**src/rtl/pipelined_add_sub.sv**
```systemverilog
// pipelined_add_sub: carry-segmented pipelined adder/subtractor with valid/ready handshake
module pipelined_add_sub #(
  parameter int DATA_WIDTH = 8,
  parameter int STAGES = 2
) (
  input  logic                  clk,
  input  logic                  rst,
  input  logic                  in_valid,
  output logic                  in_ready,
  input  logic [DATA_WIDTH-1:0] a,
  input  logic [DATA_WIDTH-1:0] b,
  input  logic                  sub,
  input  logic                  cin,
  output logic                  out_valid,
  input  logic                  out_ready,
  output logic [DATA_WIDTH-1:0] sum,
  output logic                  cout,
  output logic                  overflow
);
  localparam int SLICE = DATA_WIDTH / STAGES;
  logic en, c, cm_n, cm_q;
  logic [STAGES-1:0] v_i, v_q, c_i, c_n, c_q;
  logic [DATA_WIDTH-1:0] a_i [STAGES], b_i [STAGES], s_i [STAGES], s_n [STAGES];
  logic [DATA_WIDTH-1:0] a_q [STAGES], b_q [STAGES], s_q [STAGES];
  assign en = out_ready | ~out_valid;
  assign in_ready = en;
  assign out_valid = v_q[STAGES-1];
  assign sum = s_q[STAGES-1];
  assign cout = c_q[STAGES-1];
  assign overflow = cm_q ^ c_q[STAGES-1];
  assign a_i[0] = a;
  assign b_i[0] = sub ? ~b : b;
  assign s_i[0] = '0;
  assign c_i[0] = sub ^ cin;
  assign v_i[0] = in_valid;
  for (genvar k = 1; k < STAGES; k++) begin : g_link
    assign a_i[k] = a_q[k-1];
    assign b_i[k] = b_q[k-1];
    assign s_i[k] = s_q[k-1];
    assign c_i[k] = c_q[k-1];
    assign v_i[k] = v_q[k-1];
  end
  // Stage k ripples slice k only; finished lower slices and pending upper operands pass through.
  always_comb begin
    cm_n = 1'b0;
    c = 1'b0;
    for (int k = 0; k < STAGES; k++) begin
      s_n[k] = s_i[k];
      c = c_i[k];
      for (int i = k * SLICE; i < (k + 1) * SLICE; i++) begin
        cm_n = (i == DATA_WIDTH - 1) ? c : cm_n;
        s_n[k][i] = a_i[k][i] ^ b_i[k][i] ^ c;
        c = (a_i[k][i] & b_i[k][i]) | (c & (a_i[k][i] ^ b_i[k][i]));
      end
      c_n[k] = c;
    end
  end
  always_ff @(posedge clk)
    if (rst) begin
      v_q <= '0;
      c_q <= '0;
      cm_q <= 1'b0;
      for (int k = 0; k < STAGES; k++) begin
        a_q[k] <= '0;
        b_q[k] <= '0;
        s_q[k] <= '0;
      end
    end else if (en) begin
      v_q <= v_i;
      c_q <= c_n;
      cm_q <= cm_n;
      for (int k = 0; k < STAGES; k++) begin
        a_q[k] <= a_i[k];
        b_q[k] <= b_i[k];
        s_q[k] <= s_n[k];
      end
    end
endmodule

```
**config.mk**
```make
export PLATFORM = sky130hd
export DESIGN_NAME = pipelined_add_sub
export DESIGN_NICKNAME = d
export VERILOG_FILES = /design/src/rtl/pipelined_add_sub.sv
export SDC_FILE = /design/constraint.sdc
export NUM_CORES = 1
export LEC_CHECK = 0
export ABC_AREA = 1
export CAP_MARGIN = 40
export CORE_UTILIZATION = 47
export DETAILED_ROUTE_END_ITERATION = 8
export GPL_ROUTABILITY_DRIVEN = 0
export GPL_TIMING_DRIVEN = 0
export PLACE_DENSITY = 0.87
export REMOVE_ABC_BUFFERS = 1
export SLEW_MARGIN = 10
export SYNTH_ARGS = -nofsm -noshare
export SYNTH_HDL_FRONTEND = slang
export SYNTH_SLANG_ARGS = --single-unit
```
**constraint.sdc**
```tcl
create_clock -name clk -period 3.77 [get_ports clk]
set_input_delay 1.131 -clock clk [delete_from_list [all_inputs] [get_ports clk]]
set_output_delay 1.131 -clock clk [all_outputs]
set_load 0.02 [all_outputs]
```
## Word level (Yosys, flattened, before mapping)

Memories as Yosys holds them, arrays and structs flattened.
Cells that the tools add are included.

| word-level totals | value |
|---|---|
| register bits after elaboration | 5 |
| RAM bits | 48 |
| input bits | 22 |
| output and inout bits | 12 |
| word-level logic and storage cells | 69 |
| memories | 3 |

| cells by class | value |
|---|---|
| mux-type cells | 12 |
| bitwise gates (word level) | 51 |

Memories:

| memory | words | width | rd ports | clocked after memory_dff | wr ports | line | text |
|---|---|---|---|---|---|---|---|
| a_q | 2 | 8 | 1 | 0 | 2 | 24 | `logic [DATA_WIDTH-1:0] a_q [STAGES], b_q [STAGES], s_q [STAGES];` |
| b_q | 2 | 8 | 1 | 0 | 2 | 24 |  |
| s_q | 2 | 8 | 2 | 0 | 2 | 24 |  |

Operators by type and width:

| operator | count |
|---|---|
| 2-to-1 mux 8 bit | 7 |
| XOR 1 bit | 18 |
| bitwise AND 1 bit | 16 |
| bitwise OR 1 bit | 15 |
| inverter 8 bit | 1 |
| 2-to-1 mux 1 bit | 5 |
| inverter 1 bit | 1 |

## Logic depth before layout (Yosys ltp)

Gate-level depths: netlist (run 1).

| depth | value |
|---|---|
| depth after elaboration | 11 |
| gate-level depth with buffers | 11 |
| depth with buffers taken out | 10 |

## Worst setup path before layout (run 1)

No wires, ideal clock.

| timing | value |
|---|---|
| kind | in2reg |
| start | input port sub |
| end | memory s_q[0][3] (data pin) |
| library setup time | 0.251 ns |
| arrival | 2.952 ns |
| required time | 3.519 ns |
| slack | 0.567 ns |
| stages | 11 |
| buffers on the path | 1 |
| cell sequence | buf_4 > xnor2_1 > fa_1 > inv_1 > fa_1 > inv_1 > fa_1 > inv_1 > fa_1 > inv_1 > nor2_1 |

RTL lines:

| element | line | text |
|---|---|---|
| from (decl) | 12 | `input logic sub,` |
| to (decl) | 24 |  |

==> results of run 1 <==
## kinds of logic (layout without fill, tap and decap cells)
kind of cell,Yosys count,in the layout,synth area share [%]
adders and majority gates,8,8,12.43
and+or+nand+nor,49,49,16.89
buffers and inverters,36,70,12.23
xor gates and xnor gates,6,6,4.078
DFF,25,25,54.37
## metrics by stage
stage	power [mW]	area [µm²]	cells	setup TNS [ns]
3_5_place_dp	0.4993	1630	184	-0.2095
6_report	0.6047	1657	188	0
2_1_floorplan	0.4282	1251	120	0
5_1_grt	0.6426	1657	188	0
3_3_place_gp	0.4877	1619	183	-0.07391
4_1_cts	0.6119	1657	188	0
## power by group through the flow
stage	logic (mW)	clock network [mW]	registers [mW]
after global placement	0.139	0	0.349
final	0.147	0.114	0.344
after floorplan	0.0621	0	0.366
after global routing	0.167	0.129	0.347
after detailed placement	0.149	0	0.351
after CTS	0.149	0.118	0.344
## critical path: cells and delay by family
kind | cells | cell delay, ns
xor+xnor | 1 | 0.17
fa+ha+maj | 4 | 1.34
buf+inv | 5 | 1.02
simple gates | 1 | 0.04
## flip-flops by register name (all words and copies together) (netlist names)
register,count
a_q,4
b_q,4
c_q,2
cm_q,1
s_q,12
v_q,2
## final cells by class
cell class                 instances  area [µm²]
clock buffer                       4       26.28
fill                             196       888.4
inverter                          32       120.1
multi-input combinational         63       430.4
sequential                        25       700.7
tap                               30       37.54
timing repair buffer              34       341.6
## worst max path at each step
stage                      to  cells past startpoint
finish              s_q[0][3]                     11
global route        s_q[0][3]                     11
CTS                 s_q[0][3]                     11
detailed placement  s_q[0][3]                     11
global placement    s_q[0][3]                     11
floorplan           s_q[0][3]                     10
## routing by layer
metal | GRT usage [%] | up-vias
met4 | 6.410 | 0
met1 | 20.25 | 402
met2 | 28.46 | 29
met3 | 3.333 | 4
met5 | 0 | -
li1 | - | 443
## cell usage in the layout (no fill, tap or decap)
master            n
buf_6             1
clkbuf_1          1
clkbuf_4          3
clkdlybuf4s50_1  33
dfxtp_1           5
edfxtp_1         20
fa_1              8
inv_1            32
nand2_1          18
nand2_4           2
nand3_1           5
nand4_1           4
nor2_1           19
nor2_2            1
xnor2_1           3
xor2_1            3
==> results.toml, run 1 <==
[yosys]
yosys-top-cells-count = "32 x inv_1, 20 x edfxtp_1, 19 x nor2_1"
synth_seq_cells = 25
yosys.area.top_type = "edfxtp_1"
synth_area_per_cell_um2 = 10.39
synth_top_area_share_pct = 46.60
synth.most_common_cell = "inv_1"
yosys-top-cells-area = "edfxtp_1 47%, fa_1 12%, inv_1 9.3%"
netlist_area_um2 = 1289
ys_warn_count = 0
seq_area_frac_synth_pct = 54.37
synth_cells = 124
ys_async_sr_fraction_pct = 0
synthFlopType = "edfxtp_1"
synth_enable_flop_cells = 20
ys_types = 14

[power]
p_comb_share_pct = 24.2
p_seq_share_pct = 56.8
power.internal_mw = 0.4463
p_per_area_nw_per_um2 = 365.0
clock_power_share_pct = 18.9
p_sw_share_pct = 26.21
switching_power_mw = 0.1585
max-vdd-ir-drop_v = 0.0002365
p_leak_nw = 0.7780

[sta]
finalCritPeriodShare_pct = 96.08
hold_viol = 0
worst_slew_pin_slew_ns = 0.4686
max_freq_mhz = 276.1
slew_headroom_pct = 68.68
setup_ws_ns = 0.1478
clock_skew_ns = 0.001881
fin_crit_ns = 3.622
maxSlewViolCount = 0
holdWs_ns = 0.4750
finalSetupViolCount = 0
rsz0062_at_grt = "false"

[detailed_routing]
wl_met2_mm = 1.027
ant_nets = 0
drt_wl_total_mm = 1.984
dr_total_vias = 878
dr_wl_met3_um = 77
dr.max_layer_used = "met4"
drc = 0
dr.pass1.iters = 4
drt_iter0_markers = 13
routedWlPerCell_um = 10.55
wl_met1_um = 847
viasPerCell = 4.670

[die]
core_um2 = 2545
start_util_pct = 50.64
die-area_um2 = 2956
fp-row-count = 18
die_h_um = 54.37
ios = 34
die_x_um = 54.37

[place]
port_buffers = 33
hpwlAfterDp_mm = 1.569
preCtsSetupSlack_ns = -0.2095

[critical_path]
reg2regPathDepth = 10
crit_path_start_kind = "input pin"
crit_arrival_ns = 3.70
r2r_slack_ns = 1.42
reg2reg_to = "s_q[0][15]"
cp.required_ns = 3.84
crit_start = "sub"
crit_path_end_kind = "register"
critPathMaxStageDelay_ns = 0.75
crit_chain = "clkdlybuf4s50_1 -> xnor2_1 -> fa_1 -> inv_1 -> fa_1 -> inv_1 -> fa_1 -> inv_1 -> fa_1 -> inv_1 -> nor2_1"
cp_max_fo = 10
path_class = "input pin to register"
r2r_start = "a_q[0][4]"
cp_slowest_cell = "clkdlybuf4s50_1"

[layout]
final_util_pct = 65.09
area_growth_syn_to_layout_pct = 28.54
finalNetCount = 189
drive_gt1_share_pct = 4.430
diodes = 0

[cts]
cts_setup_buffers = 0
holdBufCountCts = 0
cts_sinks = 25
cts_max_path_buffers = 2
cts_buffers = 3
clk_latency_ns = 0.31
cts-root-buf = "clkbuf_4"
clk_pin_slew_ns = 0.13
cts_resized = 0
cts_tree = "built"
htree_levels = 1

[min_path]
min_path_type = "register to register"
hold_path.startpoint = "v_q[0]"
holdPathStages = 2
holdPathEnd = "v_q[1]"

[global_route]
grt_max_degree = 21
antenna_found_initial = 0
first_global_vias = 825
track_usage_pct = 16.54
grt_pass1_wl_mm = 3.381
overflow = 0

[run]
max_cap_viol_count = 0

[run_status]
outcome = "complete, no violations"
Power figures use the tool's default switching activity.
==> run 2, diff against run 1 <==
--- a/config.mk
+++ b/config.mk
@@ -7,6 +7,7 @@
 export LEC_CHECK = 0
 export ABC_AREA = 1
 export CAP_MARGIN = 40
+export CORE_MARGIN = 8
 export CORE_UTILIZATION = 47
 export DETAILED_ROUTE_END_ITERATION = 8
 export GPL_ROUTABILITY_DRIVEN = 0
==> run 2 against run 1 <==
Against the previous run: sequential share of layout area is 0.064 points lower; clock power up 5%; routed wire length up 24%; hold slack worse by 0.0028 ns; via count fell by 2.5%; die area rose by 58%; non-clock buffer count unchanged; first-iteration DRC count increased to 4.7 times the previous value.
==> results.toml, run 2 (synthesis gave the netlist of run 1 again) <==
[layout]
top_regs = "s_q x12, a_q x4, b_q x4"
final_util_pct = 61.76
finalNetCount = 189
largest_reg_flops = 12
final_common_cell = "clkdlybuf4s50_1"
largest_register = "s_q"
drive_gt1_share_pct = 5.063
layout_common_cells = "33 x clkdlybuf4s50_1, 32 x inv_1, 20 x edfxtp_1, 19 x nor2_1, 18 x nand2_1"
area_growth_syn_to_layout_pct = 28.74
diodes = 0

[detailed_routing]
drc = 0
dr_total_vias = 856
drt_wl_total_mm = 2.463
ant_nets = 0
drt_iter0_markers = 61
routedWlPerCell_um = 13.03
viasPerCell = 4.529
dr.pass1.iters = 4

[sta]
max_freq_mhz = 277.0
finalSetupViolCount = 0
clock_skew_ns = 0.01223
hold_viol = 0
slew_headroom_pct = 64.42
maxSlewViolCount = 0
rsz0062_at_grt = "false"
setup_ws_ns = 0.1594
worst_slew_pin_slew_ns = 0.5322
fin_crit_ns = 3.611
finalCritPeriodShare_pct = 95.77
tns_ns = 0

[min_path]
min_path_type = "register to register"
holdPathStages = 2
holdPathEnd = "v_q[1]"
hold_path.startpoint = "v_q[0]"

[power]
p_sw_share_pct = 27.32
p_per_area_nw_per_um2 = 368.4
power.internal_mw = 0.4443
switching_power_mw = 0.1670
p_leak_nw = 0.7807
max-vdd-ir-drop_v = 0.0002469
p_comb_share_pct = 24.1
clock_power_share_pct = 19.7
finalPower_mw = 0.6112
p_seq_share_pct = 56.3

[critical_path]
path_common_cell = "clkdlybuf4s50_1"
crit_arrival_ns = 2.48
critPathMaxStageDelay_ns = 0.64
path_class = "input pin to primary output"
cp_slowest_cell = "clkdlybuf4s50_1"
cp_max_fo = 6
r2r_slack_ns = 1.46
cp.required_ns = 2.64
reg2regPathDepth = 10
crit_chain = "clkdlybuf4s50_1 -> inv_1 -> nand2_4 -> clkdlybuf4s50_1"
crit_path_end_kind = "primary output"
crit_path_start_kind = "input pin"
r2r_start = "a_q[0][4]"
reg2reg_to = "s_q[0][15]"

[cts]
cts_resized = 0
clk_latency_ns = 0.32
cts_sinks = 25
cts-root-buf = "clkbuf_4"
cts_buffers = 3
holdBufCountCts = 0
htree_levels = 1
cts_tree = "built"
cts_setup_buffers = 0
clk_pin_slew_ns = 0.14
cts_max_path_buffers = 2

[die]
die_x_um = 68.37
die_h_um = 68.37
fp-row-count = 19
die-area_um2 = 4674
ios = 34
start_util_pct = 47.97
core_um2 = 2686

[global_route]
track_usage_pct = 10.83
grt_pass1_wl_mm = 3.670
grt_max_degree = 21
first_global_vias = 809
antenna_found_initial = 0
overflow = 0

[run]
max_cap_viol_count = 0

[place]
port_buffers = 33
preCtsSetupSlack_ns = -0.1441
hpwlAfterDp_mm = 1.997

[run_status]
outcome = "complete, no violations"
-- run 2: changes by cell type in the layout (fill, tap and decap cells not counted), sizes merged --
| cell | change |
|---|---|
| clkinv | +1 |
| clkbuf | -1 |
-- run 2: layer usage --
metal / part of all wire, % / track usage (%) / wire length [µm]
met1: 39 / 11.78 / 969
met2: 54 / 19.58 / 1325
met3: 5.2 / 2.128 / 129
met4: 1.5 / 5.371 / 38
met5: 0 / 0 / 0
-- run 2: area by class of cell --
class / count / area (µm²)
Clock inverter: 1 / 5.005
Timing Repair Buffer: 34 / 341.6
Inverter: 32 / 120.1
Fill cell: 219 / 1027
Clock buffer: 3 / 22.52
Sequential cell: 25 / 700.7
Tap cell: 31 / 38.79
Multi-Input combinational cell: 63 / 430.4
-- run 2: power groups by stage --
stage / registers, mW / clock network, mW / logic [mW]
2_1_floorplan: 0.366 / 0 / 0.0621
3_3_place_gp: 0.349 / 0 / 0.140
3_5_place_dp: 0.351 / 0 / 0.149
4_1_cts: 0.344 / 0.120 / 0.149
5_1_grt: 0.347 / 0.130 / 0.163
6_report: 0.344 / 0.120 / 0.147
-- run 2: worst max-delay path by stage --
stage | startpoint | end | slack, ns
finish | out_ready | in_ready | 0.16
global route | sub | s_q[0][3] | 0.09
floorplan | b[0] | s_q[0][3] | 0.73
CTS | out_ready | in_ready | 0.16
global placement | sub | s_q[0][3] | -0.07
detailed placement | sub | s_q[0][3] | -0.14
-- run 2: worst max-delay path, delay by kind of cell --
family                 cells  cell delay [ns]
and+or+nand+nor            1             0.13
buffers and inverters      3             1.21
-- run 2: metrics by stage --
stage | instance area, µm² | cells | hold slack (ns)
3_3_place_gp | 1620 | 184 | 0.4420
6_report | 1659 | 189 | 0.4722
2_1_floorplan | 1251 | 120 | 0.4275
3_5_place_dp | 1632 | 185 | 0.4555
5_1_grt | 1659 | 189 | 0.4899
4_1_cts | 1659 | 189 | 0.4683
